<file path="src/rtl/filtros_engine_if.sv">
// filtros_engine_if: start/busy/done handshake plus the single-port memory master bus of the filter engine.
// The abort request is present only when FILT_ABORT_EN is defined.
interface filtros_engine_if #(
  parameter int unsigned PIX_W  = 8,
  parameter int unsigned ADDR_W = 16
);
  logic              start;
  logic [1:0]        mode;
  logic [PIX_W-1:0]  param;
  logic              busy;
  logic              done;
  logic [ADDR_W-1:0] mem_addr;
  logic              mem_we;
  logic [PIX_W-1:0]  mem_wdata;
  logic [PIX_W-1:0]  mem_rdata;
`ifdef FILT_ABORT_EN
  logic              abort;

  modport master (
    input  start, mode, param, mem_rdata, abort,
    output busy, done, mem_addr, mem_we, mem_wdata
  );
  modport slave (
    output start, mode, param, mem_rdata, abort,
    input  busy, done, mem_addr, mem_we, mem_wdata
  );
`else
  modport master (
    input  start, mode, param, mem_rdata,
    output busy, done, mem_addr, mem_we, mem_wdata
  );
  modport slave (
    output start, mode, param, mem_rdata,
    input  busy, done, mem_addr, mem_we, mem_wdata
  );
`endif
endinterface

</file>
<file path="src/rtl/filtros_engine.sv">
// filtros_engine: fixed-function pixel filter (invert/threshold/brighten/3-tap blur) over a shared single-port memory.
// Define FILT_ABORT_EN to add the abort request (ends the frame early at the next pixel boundary).
module filtros_engine #(
  parameter int unsigned PIX_W    = 8,
  parameter int unsigned ADDR_W   = 16,
  parameter int unsigned IMG_W    = 160,
  parameter int unsigned IMG_H    = 120,
  parameter int unsigned SRC_BASE = 0,
  parameter int unsigned DST_BASE = 19200
) (
  input  logic              clk,
  input  logic              rst,
  filtros_engine_if.master  io_bus
);
  localparam int unsigned XW    = $clog2(IMG_W);
  localparam int unsigned YW    = $clog2(IMG_H + 1);
  localparam int unsigned SUM_W = PIX_W + 2;

  localparam logic [2:0] S_IDLE  = 3'd0;
  localparam logic [2:0] S_FETCH = 3'd1;
  localparam logic [2:0] S_WAIT  = 3'd2;
  localparam logic [2:0] S_WRITE = 3'd3;
  localparam logic [2:0] S_FIN   = 3'd4;

  localparam logic [1:0] M_THR  = 2'd1;
  localparam logic [1:0] M_BRI  = 2'd2;
  localparam logic [1:0] M_BLUR = 2'd3;

  localparam logic [XW-1:0]     X_LAST = XW'(IMG_W - 1);
  localparam logic [XW-1:0]     X_PEN  = XW'(IMG_W - 2);
  localparam logic [YW-1:0]     Y_LAST = YW'(IMG_H - 1);
  localparam logic [ADDR_W-1:0] A_SRC  = ADDR_W'(SRC_BASE);
  localparam logic [ADDR_W-1:0] A_DST  = ADDR_W'(DST_BASE);
  localparam logic [ADDR_W-1:0] A_ROW  = ADDR_W'(IMG_W);

  logic [2:0]        r_state, w_state_n;
  logic [1:0]        r_mode, w_mode_n;
  logic [PIX_W-1:0]  r_param, w_param_n;
  logic [XW-1:0]     r_x, w_x_n;
  logic [YW-1:0]     r_y, w_y_n;
  logic [ADDR_W-1:0] r_row, w_row_n;
  logic              r_lead, w_lead_n;
  logic [PIX_W-1:0]  r_prev, w_prev_n;
  logic [PIX_W-1:0]  r_cur, w_cur_n;
  logic [ADDR_W-1:0] r_addr, w_addr_n;
  logic              r_we, w_we_n;
  logic [PIX_W-1:0]  r_wdata, w_wdata_n;
  logic              r_busy, w_busy_n;
  logic              r_done, w_done_n;

  logic              w_go_fetch, w_go_write, w_go_fin;
  logic              w_abort;
  logic [PIX_W:0]    w_bri_sum;
  logic [SUM_W-1:0]  w_blur_mid, w_blur_edge;
  logic [PIX_W-1:0]  w_point;

`ifdef FILT_ABORT_EN
  assign w_abort = io_bus.abort;
`else
  assign w_abort = 1'b0;
`endif

  // Window sums: mid uses the pixel arriving from memory as next, edge replicates cur on the right.
  assign w_bri_sum   = {1'b0, io_bus.mem_rdata} + {1'b0, r_param};
  assign w_blur_mid  = SUM_W'(r_prev) + SUM_W'({r_cur, 1'b0}) + SUM_W'(io_bus.mem_rdata);
  assign w_blur_edge = SUM_W'(r_prev) + SUM_W'({r_cur, 1'b0}) + SUM_W'(r_cur);

  always_comb begin
    case (r_mode)
      M_THR:   w_point = (io_bus.mem_rdata >= r_param) ? '1 : '0;
      M_BRI:   w_point = w_bri_sum[PIX_W] ? '1 : w_bri_sum[PIX_W-1:0];
      default: w_point = ~io_bus.mem_rdata;
    endcase
  end

  // Next-state and registered-output decode.
  always_comb begin
    w_state_n  = r_state;
    w_mode_n   = r_mode;
    w_param_n  = r_param;
    w_x_n      = r_x;
    w_y_n      = r_y;
    w_row_n    = r_row;
    w_lead_n   = r_lead;
    w_prev_n   = r_prev;
    w_cur_n    = r_cur;
    w_addr_n   = r_addr;
    w_wdata_n  = r_wdata;
    w_go_fetch = 1'b0;
    w_go_write = 1'b0;
    w_go_fin   = 1'b0;

    case (r_state)
      S_IDLE: begin
        if (io_bus.start) begin
          w_mode_n   = io_bus.mode;
          w_param_n  = io_bus.param;
          w_x_n      = '0;
          w_y_n      = '0;
          w_row_n    = '0;
          w_lead_n   = (io_bus.mode == M_BLUR);
          w_go_fetch = 1'b1;
        end
      end
      S_FETCH: w_state_n = S_WAIT;
      S_WAIT: begin
        if (r_mode != M_BLUR) begin
          w_wdata_n  = w_point;
          w_go_write = 1'b1;
        end else if (r_lead) begin
          w_prev_n   = io_bus.mem_rdata;
          w_cur_n    = io_bus.mem_rdata;
          w_lead_n   = 1'b0;
          w_go_fetch = 1'b1;
        end else begin
          w_wdata_n  = w_blur_mid[SUM_W-1:2];
          w_prev_n   = r_cur;
          w_cur_n    = io_bus.mem_rdata;
          w_go_write = 1'b1;
        end
      end
      S_WRITE: begin
        if (r_x == X_LAST) begin
          if (r_y == Y_LAST) begin
            w_go_fin = 1'b1;
          end else begin
            w_x_n      = '0;
            w_y_n      = r_y + YW'(1);
            w_row_n    = r_row + A_ROW;
            w_lead_n   = (r_mode == M_BLUR);
            w_go_fetch = 1'b1;
          end
        end else begin
          w_x_n = r_x + XW'(1);
          // Last blur pixel of a row needs no fetch: right edge is replicated.
          if (r_mode == M_BLUR && r_x == X_PEN) begin
            w_wdata_n  = w_blur_edge[SUM_W-1:2];
            w_go_write = 1'b1;
          end else begin
            w_go_fetch = 1'b1;
          end
        end
      end
      S_FIN:   w_state_n = S_IDLE;
      default: w_state_n = S_IDLE;
    endcase

    if (w_abort && r_busy) begin
      w_go_fetch = 1'b0;
      w_go_write = 1'b0;
      w_go_fin   = 1'b1;
    end

    if (w_go_fetch) begin
      w_state_n = S_FETCH;
      w_addr_n  = A_SRC + w_row_n + ADDR_W'(w_x_n) + ADDR_W'(w_mode_n == M_BLUR && !w_lead_n);
    end
    if (w_go_write) begin
      w_state_n = S_WRITE;
      w_addr_n  = A_DST + w_row_n + ADDR_W'(w_x_n);
    end
    if (w_go_fin) begin
      w_state_n = S_FIN;
    end

    w_we_n   = w_go_write;
    w_done_n = w_go_fin;
    w_busy_n = w_go_fetch | w_go_write | (w_state_n == S_WAIT);
  end

  always_ff @(posedge clk or negedge rst) begin
    if (!rst) begin
      r_state <= S_IDLE;
      r_mode  <= '0;
      r_param <= '0;
      r_x     <= '0;
      r_y     <= '0;
      r_row   <= '0;
      r_lead  <= 1'b0;
      r_prev  <= '0;
      r_cur   <= '0;
      r_addr  <= '0;
      r_we    <= 1'b0;
      r_wdata <= '0;
      r_busy  <= 1'b0;
      r_done  <= 1'b0;
    end else begin
      r_state <= w_state_n;
      r_mode  <= w_mode_n;
      r_param <= w_param_n;
      r_x     <= w_x_n;
      r_y     <= w_y_n;
      r_row   <= w_row_n;
      r_lead  <= w_lead_n;
      r_prev  <= w_prev_n;
      r_cur   <= w_cur_n;
      r_addr  <= w_addr_n;
      r_we    <= w_we_n;
      r_wdata <= w_wdata_n;
      r_busy  <= w_busy_n;
      r_done  <= w_done_n;
    end
  end

  assign io_bus.busy      = r_busy;
  assign io_bus.done      = r_done;
  assign io_bus.mem_addr  = r_addr;
  assign io_bus.mem_we    = r_we;
  assign io_bus.mem_wdata = r_wdata;

endmodule

</file>
<file path="src/flat_wrapper.sv">
// flat-port wrapper written by rule: the top's interface ports become plain ports
module filtros_engine_flat 
#(
  parameter int unsigned PIX_W    = 8,
  parameter int unsigned ADDR_W   = 16,
  parameter int unsigned IMG_W    = 160,
  parameter int unsigned IMG_H    = 120,
  parameter int unsigned SRC_BASE = 0,
  parameter int unsigned DST_BASE = 19200
)
  (clk, rst, io_bus_start, io_bus_mode, io_bus_param, io_bus_mem_rdata, io_bus_busy, io_bus_done, io_bus_mem_addr, io_bus_mem_we, io_bus_mem_wdata);
  filtros_engine_if #(.PIX_W(PIX_W), .ADDR_W(ADDR_W)) io_bus_i ();
  input  logic clk;
  input  logic rst;
  input wire logic [$bits(io_bus_i.start)-1:0] io_bus_start;
  input wire logic [$bits(io_bus_i.mode)-1:0] io_bus_mode;
  input wire logic [$bits(io_bus_i.param)-1:0] io_bus_param;
  input wire logic [$bits(io_bus_i.mem_rdata)-1:0] io_bus_mem_rdata;
  output wire logic [$bits(io_bus_i.busy)-1:0] io_bus_busy;
  output wire logic [$bits(io_bus_i.done)-1:0] io_bus_done;
  output wire logic [$bits(io_bus_i.mem_addr)-1:0] io_bus_mem_addr;
  output wire logic [$bits(io_bus_i.mem_we)-1:0] io_bus_mem_we;
  output wire logic [$bits(io_bus_i.mem_wdata)-1:0] io_bus_mem_wdata;
  assign io_bus_i.start = io_bus_start;
  assign io_bus_i.mode = io_bus_mode;
  assign io_bus_i.param = io_bus_param;
  assign io_bus_i.mem_rdata = io_bus_mem_rdata;
  assign io_bus_busy = io_bus_i.busy;
  assign io_bus_done = io_bus_i.done;
  assign io_bus_mem_addr = io_bus_i.mem_addr;
  assign io_bus_mem_we = io_bus_i.mem_we;
  assign io_bus_mem_wdata = io_bus_i.mem_wdata;
  filtros_engine #(.PIX_W(PIX_W), .ADDR_W(ADDR_W), .IMG_W(IMG_W), .IMG_H(IMG_H), .SRC_BASE(SRC_BASE), .DST_BASE(DST_BASE)) u_core (.clk(clk), .rst(rst), .io_bus(io_bus_i));
endmodule
</file>
<file path="config.mk">
export PLATFORM = sky130hd
export DESIGN_NAME = filtros_engine_flat
export DESIGN_NICKNAME = d
export VERILOG_FILES = /design/src/rtl/filtros_engine_if.sv /design/src/rtl/filtros_engine.sv /design/src/flat_wrapper.sv
export SDC_FILE = /design/constraint.sdc
export NUM_CORES = 1
export LEC_CHECK = 0
export CAP_MARGIN = 20
export CORE_UTILIZATION = 50
export CTS_CLUSTER_SIZE = 20
export DETAILED_ROUTE_END_ITERATION = 16
export GPL_TIMING_DRIVEN = 0
export MAX_ROUTING_LAYER = met4
export PLACE_DENSITY = 0.68
export SYNTH_ARGS = -nofsm -noshare
export SYNTH_HDL_FRONTEND = slang
export SYNTH_SLANG_ARGS = --single-unit
</file>
<file path="constraint.sdc">
create_clock -name clk -period 7.8 [get_ports clk]
set_clock_uncertainty 0.1 [all_clocks]
set_input_delay 1.56 -clock clk [delete_from_list [all_inputs] [get_ports clk]]
set_output_delay 1.56 -clock clk [all_outputs]
set_load 0.005 [all_outputs]
</file>
# After elaboration in Yosys (flattened, before gate mapping)
# Cells that the tools add are included.
dict set report word_totals {
  regBits 88
  inputBits 21
  output_inout_bits 27
  word_cells 110
}
dict set report op_classes {
  n_addsub 11
  magnitude_cmp 1
  eq_ne 19
  mux 49
  bitwise 4
  n_reduce_logical 12
}
# operator count
set op_table {}
lappend op_table {{$mux W16} 5}
lappend op_table {{$mux W8} 10}
lappend op_table {{$pmux W8 S2} 3}
lappend op_table {{$add A16 B8 Y16} 2}
lappend op_table {{$pmux W16 S2} 1}
lappend op_table {{$mux W7} 3}
lappend op_table {{$add A10 B8 Y10} 2}
lappend op_table {{$mux W1} 17}
lappend op_table {{$add A15 B16 Y16 const A} 1}
lappend op_table {{$add A16 B1 Y16} 1}
lappend op_table {{$add A16 B8 Y16 const B} 1}
lappend op_table {{$eq A8 B8 Y1 const B} 2}
lappend op_table {{$pmux W7 S2} 1}
lappend op_table {{$add A8 B9 Y10} 1}
lappend op_table {{$add A8 B8 Y9} 1}
lappend op_table {{$eq A3 B2 Y1 const B} 3}
lappend op_table {{$mux W3} 3}
lappend op_table {{$add A8 B1 Y8 const B} 1}
lappend op_table {{$eq A2 B2 Y1 const B} 4}
lappend op_table {{$ge A8 B8 Y1} 1}
lappend op_table {{$ne A2 B2 Y1 const B} 4}
lappend op_table {{$not A8 Y8} 1}
lappend op_table {{$reduce_and A4 Y1} 2}
lappend op_table {{$add A7 B1 Y7 const B} 1}
lappend op_table {{17 further kinds} 25}

# Depth between registers and ports, before layout
dict set report logic_depth {
  depth_word 10
  mapped_depth 19
  ltp_nobuf 19
}

# Worst setup path after synthesis
# OpenSTA, ideal clock, no wires.
dict set report synth_timing {
  path_kind {input to register}
  start {input port io_bus_start}
  end {register u_core.r_addr[13], in the netlist u_core.io_bus.mem_addr[13]}
  setup_time_ns 0.140
  t_arrival_ns 4.617
  setup_slack_ns 2.943
  cell_stages 14
  n_path_buf 3
  cell_sequence {or4b_1 clkbuf_8 clkbuf_1 and2_1 ha_1 clkbuf_1 a21o_1 a221oi_1 or3b_2 or4b_4 nor2_4 o31ai_1 a211oi_1 a211oi_2}
}
dict set report synth_between {
  elab_cells_between_ends 20
  cone_classes {add/sub: 4; eq/ne: 1; mux: 12; reduce/logical: 3}
}
# item line
set synth_rtl {}
lappend synth_rtl {{start, declared} flat_wrapper.sv:15} ;# input wire logic [$bits(io_bus_i.start)-1:0] io_bus_start;
lappend synth_rtl {{$mux W16 (*)} filtros_engine.sv:95} ;# if (io_bus.start) begin
lappend synth_rtl {{$pmux W16 S2 (*)} filtros_engine.sv:93} ;# case (r_state)
lappend synth_rtl {{named net u_core.w_row_n[3]} filtros_engine.sv:41} ;# logic [ADDR_W-1:0] r_row, w_row_n;
lappend synth_rtl {{$add A16 B8 Y16} filtros_engine.sv:156} ;# w_addr_n = A_SRC + w_row_n + ADDR_W'(w_x_n) + ADDR_W'(w_mode_n == M_BLUR && !w_lead_n);
lappend synth_rtl {{$add A16 B1 Y16} filtros_engine.sv:156}
lappend synth_rtl {{$mux W16} filtros_engine.sv:154} ;# if (w_go_fetch) begin
lappend synth_rtl {{$mux W16 (*)} filtros_engine.sv:158} ;# if (w_go_write) begin
lappend synth_rtl {{end signal, assigned} filtros_engine.sv:197} ;# r_addr <= w_addr_n;
lappend synth_rtl {{end, declared} filtros_engine.sv:45} ;# logic [ADDR_W-1:0] r_addr, w_addr_n;
# The timed path passes the listed nets; every way through them passes the cells marked *. The select of a mux whose other input is x is not followed.
# A chain may end at the register's enable or synchronous reset.

# Worst setup path in the final report
dict set report layout_timing {
  start {input port io_bus_start}
  end {register u_core.r_addr[13], in the netlist u_core.io_bus.mem_addr[13]}
}
dict set report layout_between {
  elab_cells_between_ends 20
  cone_classes {add/sub: 4; eq/ne: 1; mux: 12; reduce/logical: 3}
}
# item line
set layout_rtl {}
lappend layout_rtl {{$mux W8 (*)} filtros_engine.sv:95}
lappend layout_rtl {{$pmux W8 S2 (*)} filtros_engine.sv:93}
lappend layout_rtl {{named net u_core.w_x_n[1]} filtros_engine.sv:39} ;# logic [XW-1:0] r_x, w_x_n;
lappend layout_rtl {{$add A16 B8 Y16} filtros_engine.sv:156}
lappend layout_rtl {{$add A16 B1 Y16} filtros_engine.sv:156}
lappend layout_rtl {{$mux W16} filtros_engine.sv:154}
lappend layout_rtl {{$mux W16 (*)} filtros_engine.sv:158}
# Marked as above.

==> metrics.md <==
| Metric | Value |
|---|---|
| Outcome | `finished clean` |
| Placer Congestion | `0.909` |
| Postcts setup bufs | `0` |
| Min cycle time layout | `5.97 ns` |
| Area Growth Syn to Fin | `15.7%` |
| Setup-failing EPs final | `0` |
| Initial antenna violation count | `0` |
| Crit path largest cell delay | `0.78 ns` |
| Post-synth EDFFs | `0` |
| Final Power | `3.35 mW` |
| Syn avg cell area | `8.87 um^2` |
| Die X | `roughly 110 um` |
| Crit path launch type | `primary input` |
| Starting Density | `between 50% and 60%` |
| CTS Root Cell | `clkbuf_16` |
| Synth area leaders | `dfrtp_1 (35%), ha_1 (10%), a21oi_1 (5.2%)` |
| Crit end category | `register` |
| Dpl cells | `about 940` |
| Max Clk Rate | `168 MHz` |
| Vias per inst | `5.97` |
| Remaining global-route overflow | `0` |
| VDD IR-drop max | `between 200 and 300 uV` |
| ANT cells | `0` |
| Unique cell type count in the Yosys netlist | `86` |
| Rel. slew slack | `between 20% and 30%` |
| Slew Viols, Final | `0` |
| Post-CTS Resized | `0` |
| Commonest non-fill, non-tap cell in the layout | `dfrtp_1` |
| Die height | `115 um` |
| Post-synth top flop | `dfrtp_1` |
| Worst hold slack | `0.378 ns` |
| Final hold vios | `0` |
| Vias in the first global route | `approximately 5400` |
| Crit path max fanout | `10` |
| Period utilization | `76.5%` |
| Post-DP HPWL | `12.4 mm` |
| Htree depth | `3` |
| Core Util, Final | `60.4%` |
| Total GRT Usage | `27.8%` |
| Number of top-level pins | `48` |
| Die area | `13200 um^2` |
| Ys async rst share | `100%` |
| Pre-antenna DRT Iters | `5` |
| Clk buf depth | `2` |
| CP dominant cell by count | `o21ai_0` |
| # fillers | `about 1100` |
| Delay-heaviest family, CP | `simple AND/OR/NAND/NOR gates` |
| Yosys top cell area share | `34.5%` |
| Most frequent cells in the layout | `dfrtp_1 (88), nand2_1 (75), a21oi_1 (66), nor2_1 (57), o21ai_0 (54)` |
| Area leader, netlist | `dfrtp_1` |
| Routed WL per cell | `17.3 um` |
| Crit-path cells | `clkdlybuf4s50_1, nor4b_2, nor2_1, o21ai_0, o21ai_0, ha_1, a21o_1, a221oi_1, or3b_2, or4b_4, nor2_4, o31ai_1, a211oi_1, a211oi_2` |
| Detailed-route DRC error count | `0` |
| Total length of routed wires | `16.5 mm` |
| P per Cell Area | `454 nW/um^2` |
| Hold Crit Class | `reg2reg` |
| Cell Count, Final, Fillers Out | `around 950` |
| Max-cap violations | `0` |
| Cts bufs inserted | `9` |
| Largest net degree at the start of global routing | `48` |
| Synth Cell Area | `about 6400 um^2` |
| Nets | `857` |
| Buf/Inv on CP | `1` |
| WP data arrival | `6.07 ns` |
| CP Class | `in2reg` |
| Worst path slowest cell | `nor4b_2` |
| Setup TNS Final | `0 ns` |
| Iteration-0 DRC Markers | `between 500 and 600` |
| P_leak | `3.27 nW` |
| Critical path origin | `io_bus_start` |
| RSZ-0062 raised after global routing | `no` |
| Hold Startpoint | `u_core.io_bus.mem_addr[10]$_DFFE_PN0P_` |
| Worst R2R Start | `u_core.r_state[0]$_DFF_PN0_` |
| Row cnt | `40` |
| Clock latency on the worst-skew pair | `0.35 ns` |
| Clock sinks | `88` |
| Yosys warns | `0` |
| IO Port Bufs | `47` |
| Critical path required time | `~7.9 ns` |
| CTS tree | `built` |
| Layout cells sized above 1 | `8.29%` |
| Core Box Area | `12200 um^2` |
| Synthesized Nets | `797` |
| Actual slew at the worst max-slew pin | `1.06 ns` |
| First-pass GRT wire length | `roughly 27 mm` |
| Via Count | `roughly 5700` |
| FF+latch count, synth | `88` |
| Post-synthesis sequential area ratio | `34.5%` |
| Post-synthesis instance total | `roughly 700` |
| Hold-fix buffers, CTS | `0` |
| Antenna Violating Nets Remaining | `0` |
| Clock-pin transition on the worst setup and hold timing paths | `0.07 ns` |
-- worst paths after layout --
kind                                                          end  slack [ns]  cells past startpoint
hold reg to reg            u_core.io_bus.mem_addr[10]$_DFFE_PN0P_        0.38                      2
min in group asynchronous           u_core.r_param[1]$_DFFE_PN0P_        1.11                      1
setup reg to reg           u_core.io_bus.mem_addr[13]$_DFFE_PN0P_        2.96                     14
hold / removal             u_core.io_bus.mem_addr[10]$_DFFE_PN0P_        0.38                      2
max in group asynchronous              u_core.r_row[11]$_DFF_PN0_        5.86                      2
setup / recovery           u_core.io_bus.mem_addr[13]$_DFFE_PN0P_        1.83                     14
-- sequential cells by signal, summed over array words and instances, names as in the netlist, 2 cells and up --
register / flops
u_core.r_y: 7
u_core.io_bus.mem_wdata: 8
u_core.r_cur: 8
u_core.r_state: 3
u_core.r_x: 8
u_core.r_mode: 2
u_core.r_row: 16
u_core.r_prev: 8
u_core.io_bus.mem_addr: 16
u_core.r_param: 8
-- kinds of logic after synthesis --
family | count (synthesis) | synth area share (%)
xor+xnor | 31 | 4.26
compound gates | 223 | 22.7
flops | 88 | 34.5
simple gates | 233 | 18.8
mux | 18 | 3.12
buf+inv | 69 | 4.77
fa+ha+maj | 57 | 11.8
-- per-layer routing --
| metal | GRT usage, % | share of wire [%] | vias up |
|---|---|---|---|
| li1 | - | - | 2743 |
| met1 | 39.5 | 48 | 2710 |
| met2 | 40.5 | 44 | 209 |
| met3 | 5.48 | 6.7 | 23 |
| met4 | 7.36 | 1.7 | 0 |
| met5 | - | 0 | - |
-- tightest hold or removal path: cells and delay by family, from the launching register on --
family           cells  cell delay, ns
flip-flops           1            0.34
AO/OA/AOI/OAI        1            0.06
AND/OR/NAND/NOR      1            0.04
-- cell type report --
type                       count  area (um^2)  area share, %
inverter                      43          166           2.26
clock inverter                 5         57.6          0.780
tap                          168          210           2.85
clock buffer                  11          233           3.15
timing repair buffer          49          500           6.78
buffer                        26          138           1.87
sequential                    88         2200           29.9
multi-input combinational    562         3870           52.5
-- Yosys cell counts (all sizes together), types with 4 or more instances --
cell type and instances:
dfrtp 88, o22ai 9, fa 5, or2 7, inv 41, xnor2 18, o21ai 57, nand4 9
a211o 4, clkbuf 21, ha 52, a221oi 8, nand3 21, mux2 9, nor3 13, buf 5
nand2b 8, a21o 9, nor2 59, o31ai 13, and2 6, nor2b 4, a31oi 13, mux2i 9
a21oi 67, xor2 13, and3 6, or3 4, nand2 75
-- power by group --
| group | internal [mW] | total (mW) | switching [mW] |
|---|---|---|---|
| sequential | 0.601 | 0.704 | 0.103 |
| combinational | 0.940 | 2.21 | 1.27 |
| clock | 0.248 | 0.433 | 0.185 |
-- metrics by stage --
step                setup slack (ns)  cell area (um^2)
floorplan                       2.94              6380
global placement                1.61              7060
detailed placement              1.52              7080
CTS                             1.87              7370
global route                    1.53              7380
finish                          1.83              7380
Note: power is estimated with default switching activity, not from simulation.
